`src/rtl/microsequencer_stack.sv`:
```
// microsequencer_stack
//   Microprogram sequencer for the matrix-multiply core controller. Drives an
//   external async-read microcode ROM, decodes its sequencing fields and forwards
//   the control field to the datapath. Supports conditional branches over NCOND
//   flags, a CALL/RET micro-stack, a start/busy/done handshake, stall, and error halt.
// Ports
//   clk, reset_n  clock / async active-low reset
//   start, ir     begin executing ir (accepted only while idle)
//   cond          status flags for JCOND (cond[0] = z)
//   stall         hold micro-PC and suppress ops this cycle
//   upc, uword    ROM address out / ROM word in
//   ops           control ops to datapath (0 when idle or stalled)
//   busy, done    running / one-cycle retirement pulse (HALT or fault)
//   err           sticky stack fault, cleared by an accepted start
module microsequencer_stack #(
  parameter int AW       = 7,
  parameter int CTRL_W   = 51,
  parameter int IR_W     = 16,
  parameter int OPC_W    = 4,
  parameter int MAP_SH   = 3,
  parameter int MAP_BASE = 8,
  parameter int NCOND    = 4,
  parameter int DEPTH    = 4,
  localparam int CSW     = (NCOND > 1) ? $clog2(NCOND) : 1,
  localparam int UW      = CTRL_W + AW + CSW + 4
) (
  input  logic              clk,
  input  logic              reset_n,
  input  logic              start,
  input  logic [IR_W-1:0]   ir,
  input  logic [NCOND-1:0]  cond,
  input  logic              stall,
  output logic [AW-1:0]     upc,
  input  logic [UW-1:0]     uword,
  output logic [CTRL_W-1:0] ops,
  output logic              busy,
  output logic              done,
  output logic              err
);

  localparam int SPW   = $clog2(DEPTH + 1);
  localparam int IW    = (DEPTH > 1) ? $clog2(DEPTH) : 1;
  localparam int NSLOT = 1 << IW;

  typedef enum logic {IDLE, RUN} state_t;
  typedef enum logic [2:0] {
    SQ_INC, SQ_JMP, SQ_JCOND, SQ_MAP, SQ_CALL, SQ_RET, SQ_HALT, SQ_RSV
  } seq_t;

  typedef struct packed {
    logic [2:0]        seq;
    logic              pol;
    logic [CSW-1:0]    csel;
    logic [AW-1:0]     jaddr;
    logic [CTRL_W-1:0] ctrl;
  } uword_t;

  uword_t                  uw;
  seq_t                    seq;
  state_t                  state, state_nx;
  logic [AW-1:0]           upc_nx, upc_inc;
  logic [SPW-1:0]          sp, sp_nx;
  logic [NSLOT-1:0][AW-1:0] stk;
  logic                    push;
  logic [IR_W-1:0]         ir_q;
  logic                    ld_ir;
  logic                    err_nx;
  logic [(1<<CSW)-1:0]     cond_x;
  logic                    cond_true;
  logic [IW-1:0]           wr_idx, rd_idx;
  logic                    unused_ir;

  function automatic logic [AW-1:0] map_addr(input logic [IR_W-1:0] i);
    return AW'(MAP_BASE + (int'(i[IR_W-1 -: OPC_W]) << MAP_SH));
  endfunction

  assign uw        = uword;
  assign seq       = seq_t'(uw.seq);
  assign upc_inc   = upc + AW'(1);
  // Push slot is the current sp; pop slot is the entry just below it.
  assign wr_idx    = sp[IW-1:0];
  assign rd_idx    = IW'(sp - SPW'(1));
  assign unused_ir = ^ir_q[IR_W-OPC_W-1:0];

  // Zero-extend so selectors past NCOND read 0.
  always_comb begin
    cond_x = '0;
    cond_x[NCOND-1:0] = cond;
  end
  assign cond_true = cond_x[uw.csel] ^ uw.pol;

  always_comb begin
    state_nx = state;
    upc_nx   = upc;
    sp_nx    = sp;
    push     = 1'b0;
    ld_ir    = 1'b0;
    err_nx   = err;
    ops      = '0;
    done     = 1'b0;
    busy     = (state == RUN);
    case (state)
      IDLE: if (start) begin
        state_nx = RUN;
        ld_ir    = 1'b1;
        upc_nx   = map_addr(ir);
        err_nx   = 1'b0;
      end
      RUN: if (!stall) begin
        ops = uw.ctrl;
        case (seq)
          SQ_JMP:   upc_nx = uw.jaddr;
          SQ_JCOND: upc_nx = cond_true ? uw.jaddr : upc_inc;
          SQ_MAP:   upc_nx = map_addr(ir_q);
          SQ_CALL: begin
            if (sp == SPW'(DEPTH)) begin
              err_nx = 1'b1; state_nx = IDLE; done = 1'b1;
            end else begin
              push = 1'b1; sp_nx = sp + SPW'(1); upc_nx = uw.jaddr;
            end
          end
          SQ_RET: begin
            if (sp == '0) begin
              err_nx = 1'b1; state_nx = IDLE; done = 1'b1;
            end else begin
              sp_nx = sp - SPW'(1); upc_nx = stk[rd_idx];
            end
          end
          SQ_HALT: begin
            state_nx = IDLE; done = 1'b1;
          end
          default:  upc_nx = upc_inc;  // INC and reserved
        endcase
      end
      default: state_nx = IDLE;
    endcase
  end

  always_ff @(posedge clk or negedge reset_n) begin
    if (!reset_n) begin
      state <= IDLE;
      upc   <= '0;
      sp    <= '0;
      stk   <= '0;
      ir_q  <= '0;
      err   <= 1'b0;
    end else begin
      state <= state_nx;
      upc   <= upc_nx;
      sp    <= sp_nx;
      err   <= err_nx;
      if (ld_ir) ir_q <= ir;
      if (push)  stk[wr_idx] <= upc_inc;
    end
  end

endmodule
```
`config.mk`:
```
export PLATFORM = sky130hd
export DESIGN_NAME = microsequencer_stack
export DESIGN_NICKNAME = d
export VERILOG_FILES = /design/src/rtl/microsequencer_stack.sv
export SDC_FILE = /design/constraint.sdc
export NUM_CORES = 1
export LEC_CHECK = 0
export ABC_AREA = 1
export CORE_UTILIZATION = 45
export CTS_BUF_LIST = sky130_fd_sc_hd__clkbuf_2
export DETAILED_ROUTE_END_ITERATION = 8
export PLACE_DENSITY_LB_ADDON = 0.08
export SLEW_MARGIN = 20
export SYNTH_ARGS = -nofsm -noshare
export SYNTH_HDL_FRONTEND = slang
export SYNTH_SLANG_ARGS = --single-unit
```
`constraint.sdc`:
```
create_clock -name clk -period 4.9 [get_ports clk]
set_input_delay 0.735 -clock clk [delete_from_list [all_inputs] [get_ports clk]]
set_output_delay 0.735 -clock clk [all_outputs]
set_load 0.02 [all_outputs]
```
After elaboration in Yosys (flattened, before gate mapping)
Cells that the tools add are included.
{ "totals": {"reg_bits": 56, "input_bits": 88, "out_inout_bits": 61, "word_cells": 84} }
{ "classes": {"addsub": 5, "order_cmp": 4, "eq_ne": 17, "mux": 40, "n_bitwise": 3, "reduce_logical": 6} }
{ "ops": {"columns": ["operator", "count"], "rows": [
  ["51-bit two-way mux", 2],
  ["7-bit two-way mux", 7],
  ["7-bit one-hot mux with 6 select lines", 1],
  ["28-bit bitwise mux", 1],
  ["1-bit two-way mux", 17],
  ["5-bit AND reduction", 3],
  ["4-bit by 7-bit adder with 7-bit output (first input constant)", 2],
  ["7-bit binary-select mux with 2-bit select", 1],
  ["7-bit demux with 2-bit select", 1],
  ["7-bit one-hot mux with 2 select lines", 1],
  ["3-bit == test (second input constant)", 4],
  ["3-bit != test (second input constant)", 4],
  ["2-bit != test (second input constant)", 5],
  ["2-bit by 3-bit less-than comparator with 1-bit output (second input constant)", 3],
  ["7-bit by 1-bit adder with 7-bit output (second input constant)", 1],
  ["3-bit by 2-bit == test with 1-bit output (second input constant)", 2],
  ["3-bit two-way mux", 2],
  ["1-bit one-hot mux with 2 select lines", 3],
  ["1-bit one-hot mux with 3 select lines", 2],
  ["3-bit one-hot mux with 2 select lines", 1],
  ["3-bit by 1-bit adder with 3-bit output (second input constant)", 1],
  ["3-bit by 1-bit == test with 1-bit output (second input constant)", 1],
  ["3-bit logical NOT", 1],
  ["3-bit by 1-bit != test with 1-bit output (second input constant)", 1],
  ["other kinds (7)", 8]
]} }

Logic depth before layout (Yosys ltp)
Gate-level depths: netlist of run 1.
{ "depth": {"word_depth": 7, "ltp_mapped": 15, "depth_no_buf": 12} }

Worst setup path before layout of run 1
Ideal clock, no wire load.
{ "synth_path": {"kind": "register to output", "from": "register sp[0]", "to": "output port done", "arrival_time_ps": 1888, "t_required_ps": 4165, "setup_slack_ps": 2277, "path_stages_with_launch": 12, "path_cell_list": "dfrtp_1 > buf_2 > inv_1 > buf_2 > ha_1 > inv_1 > or2_1 > nor2_2 > nor2_2 > nand2_2 > nand2_1 > nor2_1"} }
{ "synth_between": {"elab_chain_cells": 5, "elab_cells_between_ends": 7, "cone_classes": "eq/ne: 1; mux: 5; reduce/logical: 1"} }
{ "synth_rtl": {"columns": ["element", "line", "source"], "rows": [
  ["start, declared", "62", "logic [SPW-1:0] sp, sp_nx;"],
  ["start signal, assigned", "150", "sp <= sp_nx;"],
  ["3-bit == test or 3-bit logical NOT (tied branches)", "116, 123", null],
  ["1-bit two-way mux (on tied branches)", "116, 123", null],
  ["1-bit one-hot mux with 3 select lines (*)", "111", "case (seq)"],
  ["1-bit two-way mux (*)", "109", "RUN: if (!stall) begin"],
  ["1-bit two-way mux (*)", "102", "case (state)"],
  ["end, declared", "37", "output logic done,"]
]} }
Mark *: on every way between the ends. The rest lies on a longest branch, timed or not.

Final worst setup path of run 1
Ends and elaborated chain as after synthesis.

==> metrics, run 1 <==
DIE WIDTH=83.95 um; internal power=1.063 mW; post-synth cell types=32; pin count of the biggest net entering global routing=60; Post-CTS Setup Bufs=0; FF-to-FF setup slack=2.03 ns; non-filler cells, final=652; Flop pwr share=33.7%; CTS Buf Count=5; CTS tree=yes; Tot Pwr=1.967 mW; synth warn=0; CTS-repair resized insts=0; gr usage total=25.04%; WL per Instance=13.16 um; antenna violations before repair=0; part of the power in the clock network=10.6%; cts hold-fix bufs=0; crit-path max cell delay=0.81 ns; RSZ-0062 raised after global routing=false; layout cell share with drive strength beyond 1=8.174%; Clock Path Buffers=2; Net count, final=670; Worst Max-Slew Pin Slew=0.9850 ns; CP endpoint=done; commonest cells after routing, fill and taps aside=nand2_1, clkdlybuf4s50_1, nor2_1; total setup violations reported at the end of the flow=0; ant diodes=0; Comb pwr share=55.8%; Levels on crit path=10; final WL=8582 um; Crit. Startpoint=sp[0]; most common cell after layout, fill and taps aside=nand2_1; H-tree depth=2; worst-path fanout max=20; final instance area=4464 sq um; Max Clock Freq=247.8 MHz; WP buf/inv=3; Final Hold Viols=0; R2R depth=11; gr ovfl total=0; Tmin final=4.035 ns; clk slew on worst S/H paths=0.22 ns; Via-to-Cell Ratio=5.029; sw power=0.9036 mW; Critical Path Source Type=flop; static leakage=2.074 nW; sw frac=45.94%; first-pass GRT wire length=14300 um; TNS Setup=0 ns; post-route ant nets=0; CP Data Arrival Time=3.30 ns; vias in the first global route=3146; cell at the root of the clock tree=clkbuf_2; status=finished, final reports clean; placed cell area=4399 sq um; cell family with most CP delay=buffers and inverters; CP max-delay cell=dfrtp_1; FP Rows=29; P per Cell Area=440.6 nW/um^2; CTS sink count=44; IO Port Bufs=136; relative slew slack=34.33%; Ports=149; worst r2r dst=upc[6]; syn_nets=544; VDD IR max=0.0002732 V; clk_lat worst skew=0.40 ns; Reg-to-Reg Start=sp[0]; crit path capture type=primary output; Yosys reg bits=44; hold slack=0.4453 ns; HPWL after detailed placement=6549 um; CP required=4.16 ns; period utilization=82.35%; Die Ht=83.95 um; routed vias=3279; synthesized area per cell=6.745 sq um; GP Congestion=0.8068; Final Max Tran Viols=0; Initial Utilization=47.05%; Placed Cells incl. Taps=644; Area growth syn-to-layout=47.74%; Layout Skew=0.01508 ns; kind of critical path=reg -> out; Hold Path Class=in -> async; Post-Syn Area=3022 sq um; drt drc=0; drt first-iter violations=152; total of max-cap violations=0; Die ar.=7047 sq um; sequential share of the synthesized area=36.44%; Detailed Routing Iterations Pass 1=5; total core area=6422 sq um; worst path cell trace=inv_1 -> ha_1 -> inv_1 -> or2_1 -> nor2_2 -> nor2_2 -> nand2_2 -> nand2_1 -> nor2_1 -> clkdlybuf4s50_1; cell count after synthesis=448
==> cell families after synthesis <==
kind of cell	after synthesis	share of synthesized area, %
AND/OR/NAND/NOR	262	36.69
buffers and inverters	62	8.199
AO/OA/AOI/OAI	60	11.72
flip-flops	44	36.44
XOR/XNOR	10	2.899
adder cells (fa/ha/maj)	8	3.313
multiplexers	2	0.7453
==> routing by layer <==
| metal | GRT usage, % | part of all wire, % | wire length (um) |
|---|---|---|---|
| met1 | 31.17 | 41 | 3526 |
| met2 | 43.59 | 49 | 4236 |
| met3 | 5.440 | 7.7 | 664 |
| met4 | 6.897 | 1.8 | 154 |
| met5 | 0 | 0 | 0 |
==> metrics by stage <==
step | setup slack, ns | util (%)
CTS | 0.8744 | 69.51
finish | 0.8646 | 69.51
global route | 0.5728 | 69.51
detailed placement | 1.384 | 68.50
global placement | 1.400 | 68.50
floorplan | 2.277 | -
==> power groups by stage <==
| stage | Clock (mW) | Combinational, mW | Sequential, mW |
|---|---|---|---|
| 2_1_floorplan | 0 | 0.692 | 0.660 |
| 3_3_place_gp | 0 | 1.08 | 0.661 |
| 3_5_place_dp | 0 | 1.09 | 0.669 |
| 4_1_cts | 0.211 | 1.10 | 0.660 |
| 5_1_grt | 0.223 | 1.22 | 0.685 |
| 6_report | 0.208 | 1.10 | 0.662 |
==> synth_stat cells (all sizes together) <==
cell	instances	share of area (%)
o211ai	1	0.25
nand3	26	4.3
nor3	1	0.17
xnor2	3	0.87
a31o	1	0.29
a21oi	16	3.3
a32o	1	0.33
inv	43	5.3
clkinv	1	0.12
o21ai	40	7.4
clkbuf	11	1.4
dfrtp	44	36
buf	7	1.4
o22ai	1	0.21
or2	1	0.21
nor2	74	11
mux2	2	0.75
nand4	5	1.0
ha	8	3.3
nand3b	2	0.50
nand2	153	19
xor2	7	2.0
==> worst min path at each step <==
stage,to,slack [ns],cells after the start
floorplan,busy,0.44,0
global placement,stk[13],0.46,2
detailed placement,stk[4],0.47,2
CTS,stk[13],0.47,1
global route,err,0.49,1
finish,sp[0],0.45,1
==> area by class of cell <==
cell class                 instances  area (sq um)
clock inverter                     2         35.03
clock buffer                       6         30.03
multi-input combinational        342          1673
sequential                        44          1101
fill                             566          1958
inverter                          44         165.2
tap                               77         96.34
timing repair buffer             137          1364
==> sequential cells by signal, indices dropped and copies added (netlist names) <==
signal	flops
busy	1
upc	7
err	1
sp	3
ir_q	4
stk	28
==> worst register-to-register path: cells and delay by family, from the launching register on <==
kind	cells	cell delay (ns)
buffers and inverters	3	0.73
flip-flops	1	0.81
AND/OR/NAND/NOR	5	0.35
AO/OA/AOI/OAI	2	0.26
adder cells (fa/ha/maj)	1	0.68
(Power assumes the default switching activity.)
==> run 2: changes to the inputs <==
--- a/config.mk
+++ b/config.mk
@@ -6,7 +6,7 @@
 export NUM_CORES = 1
 export LEC_CHECK = 0
 export ABC_AREA = 1
-export CORE_UTILIZATION = 45
+export CORE_UTILIZATION = 42
 export CTS_BUF_LIST = sky130_fd_sc_hd__clkbuf_2
 export DETAILED_ROUTE_END_ITERATION = 8
 export PLACE_DENSITY_LB_ADDON = 0.08
==> constraint.sdc (replaced) <==
create_clock -name clk -period 3.8 [get_ports clk]
set_input_delay 0.57 -clock clk [delete_from_list [all_inputs] [get_ports clk]]
set_output_delay 0.57 -clock clk [all_outputs]
set_load 0.02 [all_outputs]
==> run 2 against run 1 <==
  * Setup slack got worse by 0.38 ns
  * Utilization shrank 3.4 points
  * Cell area grew 1.7%
  * Power rose by 31%
  * Via count grew 1.2%
  * Critical path type unchanged
==> metrics, run 2 (synthesis gave the netlist of run 1 again) <==
vias in the first global route=3151; gr usage total=25.32%; total of max-cap violations=0; total core area=6869 sq um; Die ar.=7538 sq um; max reg flops=28; Critical Path Source Type=flop; CTS sink count=44; CTS tree=yes; drt first-iter violations=91; crit-path max cell delay=0.64 ns; most common cell after layout, fill and taps aside=nand2_1; Max Clock Freq=301.4 MHz; Tmin final=3.318 ns; VDD IR max=0.0002248 V; hold slack=0.5053 ns; total setup violations reported at the end of the flow=0; Initial Utilization=43.99%; Area growth syn-to-layout=50.23%; Net count, final=673; Ports=149; relative slew slack=38.00%; P per Cell Area=565.6 nW/um^2; pin count of the biggest net entering global routing=60; static leakage=2.096 nW; CP Data Arrival Time=2.75 ns; fillers=617; crit path capture type=primary output; CP required=3.23 ns; CTS Buf Count=5; WL per Instance=13.62 um; period utilization=87.32%; layout cell share with drive strength beyond 1=8.651%; Placed Cells incl. Taps=664; clk_lat worst skew=0.42 ns; ant diodes=0; TNS Setup=0 ns; Via-to-Cell Ratio=4.924; Reg area=1102 sq um; kind of critical path=reg -> out; commonest cells after routing, fill and taps aside=nand2_1, clkdlybuf4s50_1, nor2_1; antenna violations before repair=0; largest register by flop count=stk; post-route ant nets=0; worst-path fanout max=20; Die Ht=86.82 um; Layout Skew=0.02628 ns; CP max-delay cell=clkdlybuf4s50_1; DIE WIDTH=86.82 um; Worst Max-Slew Pin Slew=0.9287 ns; H-tree depth=2; Multi-input gate area=1673 sq um; RSZ-0062 raised after global routing=false; Largest regs=stk (28), upc (7), ir_q (4); HPWL after detailed placement=7087 um; final worst setup slack=0.4818 ns; gr ovfl total=0; final WL=9183 um; Final Hold Viols=0; Final Max Tran Viols=0; non-filler cells, final=674; Clock Path Buffers=2; IO Port Bufs=136; drt drc=0; GP Congestion=0.7979; Hold Path Class=reg -> reg; cell at the root of the clock tree=clkbuf_2; status=finished, final reports clean; Detailed Routing Iterations Pass 1=4; Tot Pwr=2.567 mW; worst path cell trace=inv_1 -> ha_1 -> inv_1 -> or2_1 -> nor2_2 -> nor2_2 -> nand2_2 -> nand2_1 -> nor2_1 -> clkdlybuf4s50_1; clk slew on worst S/H paths=0.24 ns; first-pass GRT wire length=14740 um; Post-CTS Setup Bufs=0; FP Rows=30; dpl ws=0.6988 ns; routed vias=3319
[run 2: cell types whose count changed in the layout (fill, tap and decap cells not counted), sizes merged]
cell	previous run	this run
buf	2	4
dlygate4sd3	0	1
[run 2: final cells by class]
class                   instances  area share (%)
clock buffers                   6          0.6615
clock inverters                 2          0.7718
inverters                      44           3.638
multi-input cells             342           36.85
flip-flops and latches         44           24.28
well taps                      96           2.646
repair buffers                140           31.15
[run 2: worst max-delay path: cells and delay by family, from the launching register on]
| kind | cells | cell delay (ns) |
|---|---|---|
| buf+inv | 3 | 0.85 |
| fa+ha+maj | 1 | 0.17 |
| flops | 1 | 0.61 |
| simple gates | 6 | 0.70 |
[run 2: worst paths after layout]
path / slack (ns) / to / start / depth (start not counted)
max in group asynchronous: 2.72 / upc[5] / reset_n / 3
min in group asynchronous: 0.57 / sp[0] / reset_n / 2
setup / recovery: 0.48 / done / sp[0] / 10
hold / removal: 0.51 / sp[2] / sp[2] / 1
setup reg to reg: 1.45 / stk[16] / busy / 6
hold reg to reg: 0.51 / sp[2] / sp[2] / 1
[run 2: metrics by stage]
stage,instance area (sq um),util [%]
3_5_place_dp,4443,64.68
5_1_grt,4539,66.08
2_1_floorplan,3022,-
3_3_place_gp,4443,64.68
4_1_cts,4508,65.63
6_report,4539,66.08
[run 2: what timing repair did]
action,4_1_cts,5_1_grt
setup endpoints to repair,0,1
hold endpoints to repair,0,9
gates resized for setup,0,1
hold buffers,0,1
[run 2: layer usage]
layer | part of all wire, % | GRT usage (%) | wire length [um] | up-vias
met5 | 0 | 0 | 0 | -
met4 | 1.4 | 9.394 | 126 | 0
met3 | 6.9 | 7.810 | 632 | 10
met2 | 52 | 44.38 | 4819 | 102
met1 | 39 | 28.83 | 3604 | 1542
li1 | - | - | - | 1665
[run 2: power by group]
group / leakage (nW) / total (mW) / switching (mW) / internal [mW]
Clock: 0.0430 / 0.270 / 0.157 / 0.113
Sequential: 0.556 / 0.859 / 0.187 / 0.672
Combinational: 1.50 / 1.44 / 0.838 / 0.600
Total: 2.10 / 2.57 / 1.18 / 1.38
==> run 3: changes to the inputs <==
--- a/config.mk
+++ b/config.mk
@@ -6,9 +6,12 @@
 export NUM_CORES = 1
 export LEC_CHECK = 0
 export ABC_AREA = 1
+export CORE_MARGIN = 3
 export CORE_UTILIZATION = 42
 export CTS_BUF_LIST = sky130_fd_sc_hd__clkbuf_2
+export CTS_CLUSTER_SIZE = 12
 export DETAILED_ROUTE_END_ITERATION = 8
+export MAX_ROUTING_LAYER = met4
 export PLACE_DENSITY_LB_ADDON = 0.08
 export SLEW_MARGIN = 20
 export SYNTH_ARGS = -nofsm -noshare
==> run 3 against run 2 <==
  * Sequential share of layout area up 0.10 points
  * Global-route usage down 2.3 points
  * Largest cell class unchanged
  * Wire length up 1.4%
  * Utilization down 0.35 points
  * Highest routed layer unchanged
  * Cell area down 0.52%
  * Setup slack worse by 0.13 ns
  * The run now ends with negative hold slack left
  * Largest power group unchanged
  * Maximum frequency down 3.7%
  * Non-clock buffer count down 1
  * Combinational power about the same
==> metrics, run 3 (synthesis gave the netlist of run 1 again) <==
status=finished, violations left; failing checks=negative hold slack; fillers=613; drt first-iter violations=141; R2R depth=11; Hold Path Class=in -> async; cell family with most CP delay=buffers and inverters; commonest cells after routing, fill and taps aside=nand2_1, clkdlybuf4s50_1, nor2_1; TNS Setup=0 ns; GP Congestion=0.8756; Post-CTS Setup Bufs=0; CTS Buf Count=5; Clock Path Buffers=2; vias in the first global route=3152; H-tree depth=2; VDD IR max=0.0004362 V; drt drc=0; DIE WIDTH=90.82 um; relative slew slack=38.16%; largest register by flop count=stk; worst-path fanout max=20; Initial Utilization=43.99%; ant diodes=0; Via-to-Cell Ratio=4.768; FP Rows=30; worst path cell trace=inv_1 -> ha_1 -> inv_1 -> or2_1 -> nor2_2 -> nor2_2 -> nand2_2 -> nand2_1 -> nor2_1 -> clkdlybuf4s50_1; Reg-to-Reg Start=sp[0]; total core area=6869 sq um; CP required=3.23 ns; Max Clock Freq=290.3 MHz; FF-to-FF setup slack=1.34 ns; clk slew on worst S/H paths=0.24 ns; CP Data Arrival Time=2.87 ns; clk_lat worst skew=0.43 ns; gr usage total=23.01%; period utilization=90.64%; IO Port Bufs=136; layout cell share with drive strength beyond 1=8.492%; static leakage=2.088 nW; dpl ws=0.7111 ns; cell at the root of the clock tree=clkbuf_2; CP endpoint=done; CTS tree=yes; antenna violations before repair=0; total setup violations reported at the end of the flow=0; final WL=9316 um; crit path capture type=primary output; Largest regs=stk (28), upc (7), ir_q (4); Area growth syn-to-layout=49.44%; HPWL after detailed placement=7163 um; most common cell after layout, fill and taps aside=nand2_1; WP buf/inv=3; crit-path max cell delay=0.81 ns; cts hold-fix bufs=0; worst r2r dst=upc[6]; kind of critical path=reg -> out; routed vias=3209; total of max-cap violations=0; Tmin final=3.444 ns; post-route ant nets=0; CTS-repair resized insts=0; CP max-delay cell=dfrtp_1; pin count of the biggest net entering global routing=60; gr ovfl total=0; Layout Skew=0.01845 ns; Net count, final=672; WL per Instance=13.84 um; P per Cell Area=566.3 nW/um^2; CTS sink count=44; Final Hold Viols=4; Die ar.=8248 sq um; Levels on crit path=10; hold slack=-0.002939 ns; RSZ-0062 raised after global routing=false; Die Ht=90.82 um; Detailed Routing Iterations Pass 1=4; Critical Path Source Type=flop; max reg flops=28; Worst Max-Slew Pin Slew=0.9263 ns; final worst setup slack=0.3555 ns; Crit. Startpoint=sp[0]; first-pass GRT wire length=14960 um; Ports=149; Final Max Tran Viols=0
-- run 3: changes by cell type in the layout (fill, tap and decap cells not counted) --
cell,delta
buf_12,-1
buf_4,+1
dfrtp_1,+1
dfrtp_2,-1
dlygate4sd3_1,-1
-- run 3: layer usage --
metal / wire, um / track usage (%) / vias up
li1: - / - / 1662
met1: 3975 / 28.06 / 1427
met2: 4670 / 39.16 / 107
met3: 552 / 4.167 / 13
met4: 117 / 6.407 / 0
met5: 0 / - / -
-- run 3: through the flow --
step	instance area (sq um)	std cells	power [mW]	util [%]
after floorplan	3022	448	1.744	-
after global placement	4431	664	2.264	64.50
after detailed placement	4431	664	2.291	64.50
after CTS	4496	672	2.564	65.45
after global routing	4516	673	2.767	65.74
final	4516	673	2.557	65.74
-- run 3: worst min path at each step --
| stage | startpoint | end | slack (ns) | depth (start not counted) |
|---|---|---|---|---|
| 2_1_floorplan | reset_n | busy | 0.27 | 0 |
| 3_3_place_gp | stk[13] | stk[13] | 0.46 | 2 |
| 3_5_place_dp | stk[4] | stk[4] | 0.47 | 2 |
| 4_1_cts | reset_n | sp[1] | 0.29 | 1 |
| 5_1_grt | reset_n | sp[1] | 0.005 | 1 |
| 6_report | reset_n | sp[1] | -0.003 | 1 |
-- run 3: worst register-to-register path, stage by stage, from the launching register on --
cell	delay, ns
dfrtp_1	0.81
inv_1	0.13
ha_1	0.57
inv_1	0.23
o21ai_0	0.13
o22ai_1	0.11
nand2_1	0.08
nand2_1	0.05
inv_1	0.05
nand4_1	0.09
nand2_1	0.07
nand2_1	0.04
-- run 3: cell type report --
class,count,area [sq um],share of cell area [%]
well taps,96,120.1,2.660
clock inverters,2,35.03,0.7758
inverters,44,165.2,3.658
multi-input cells,342,1673,37.05
clock buffers,6,30.03,0.6650
repair buffers,139,1391,30.81
flip-flops and latches,44,1101,24.38
-- run 3: report_power, final --
group | switching, mW | leakage (nW) | total (mW) | internal [mW]
Combinational | 0.833 | 1.49 | 1.43 | 0.596
Sequential | 0.183 | 0.557 | 0.854 | 0.671
Clock | 0.161 | 0.0430 | 0.274 | 0.113
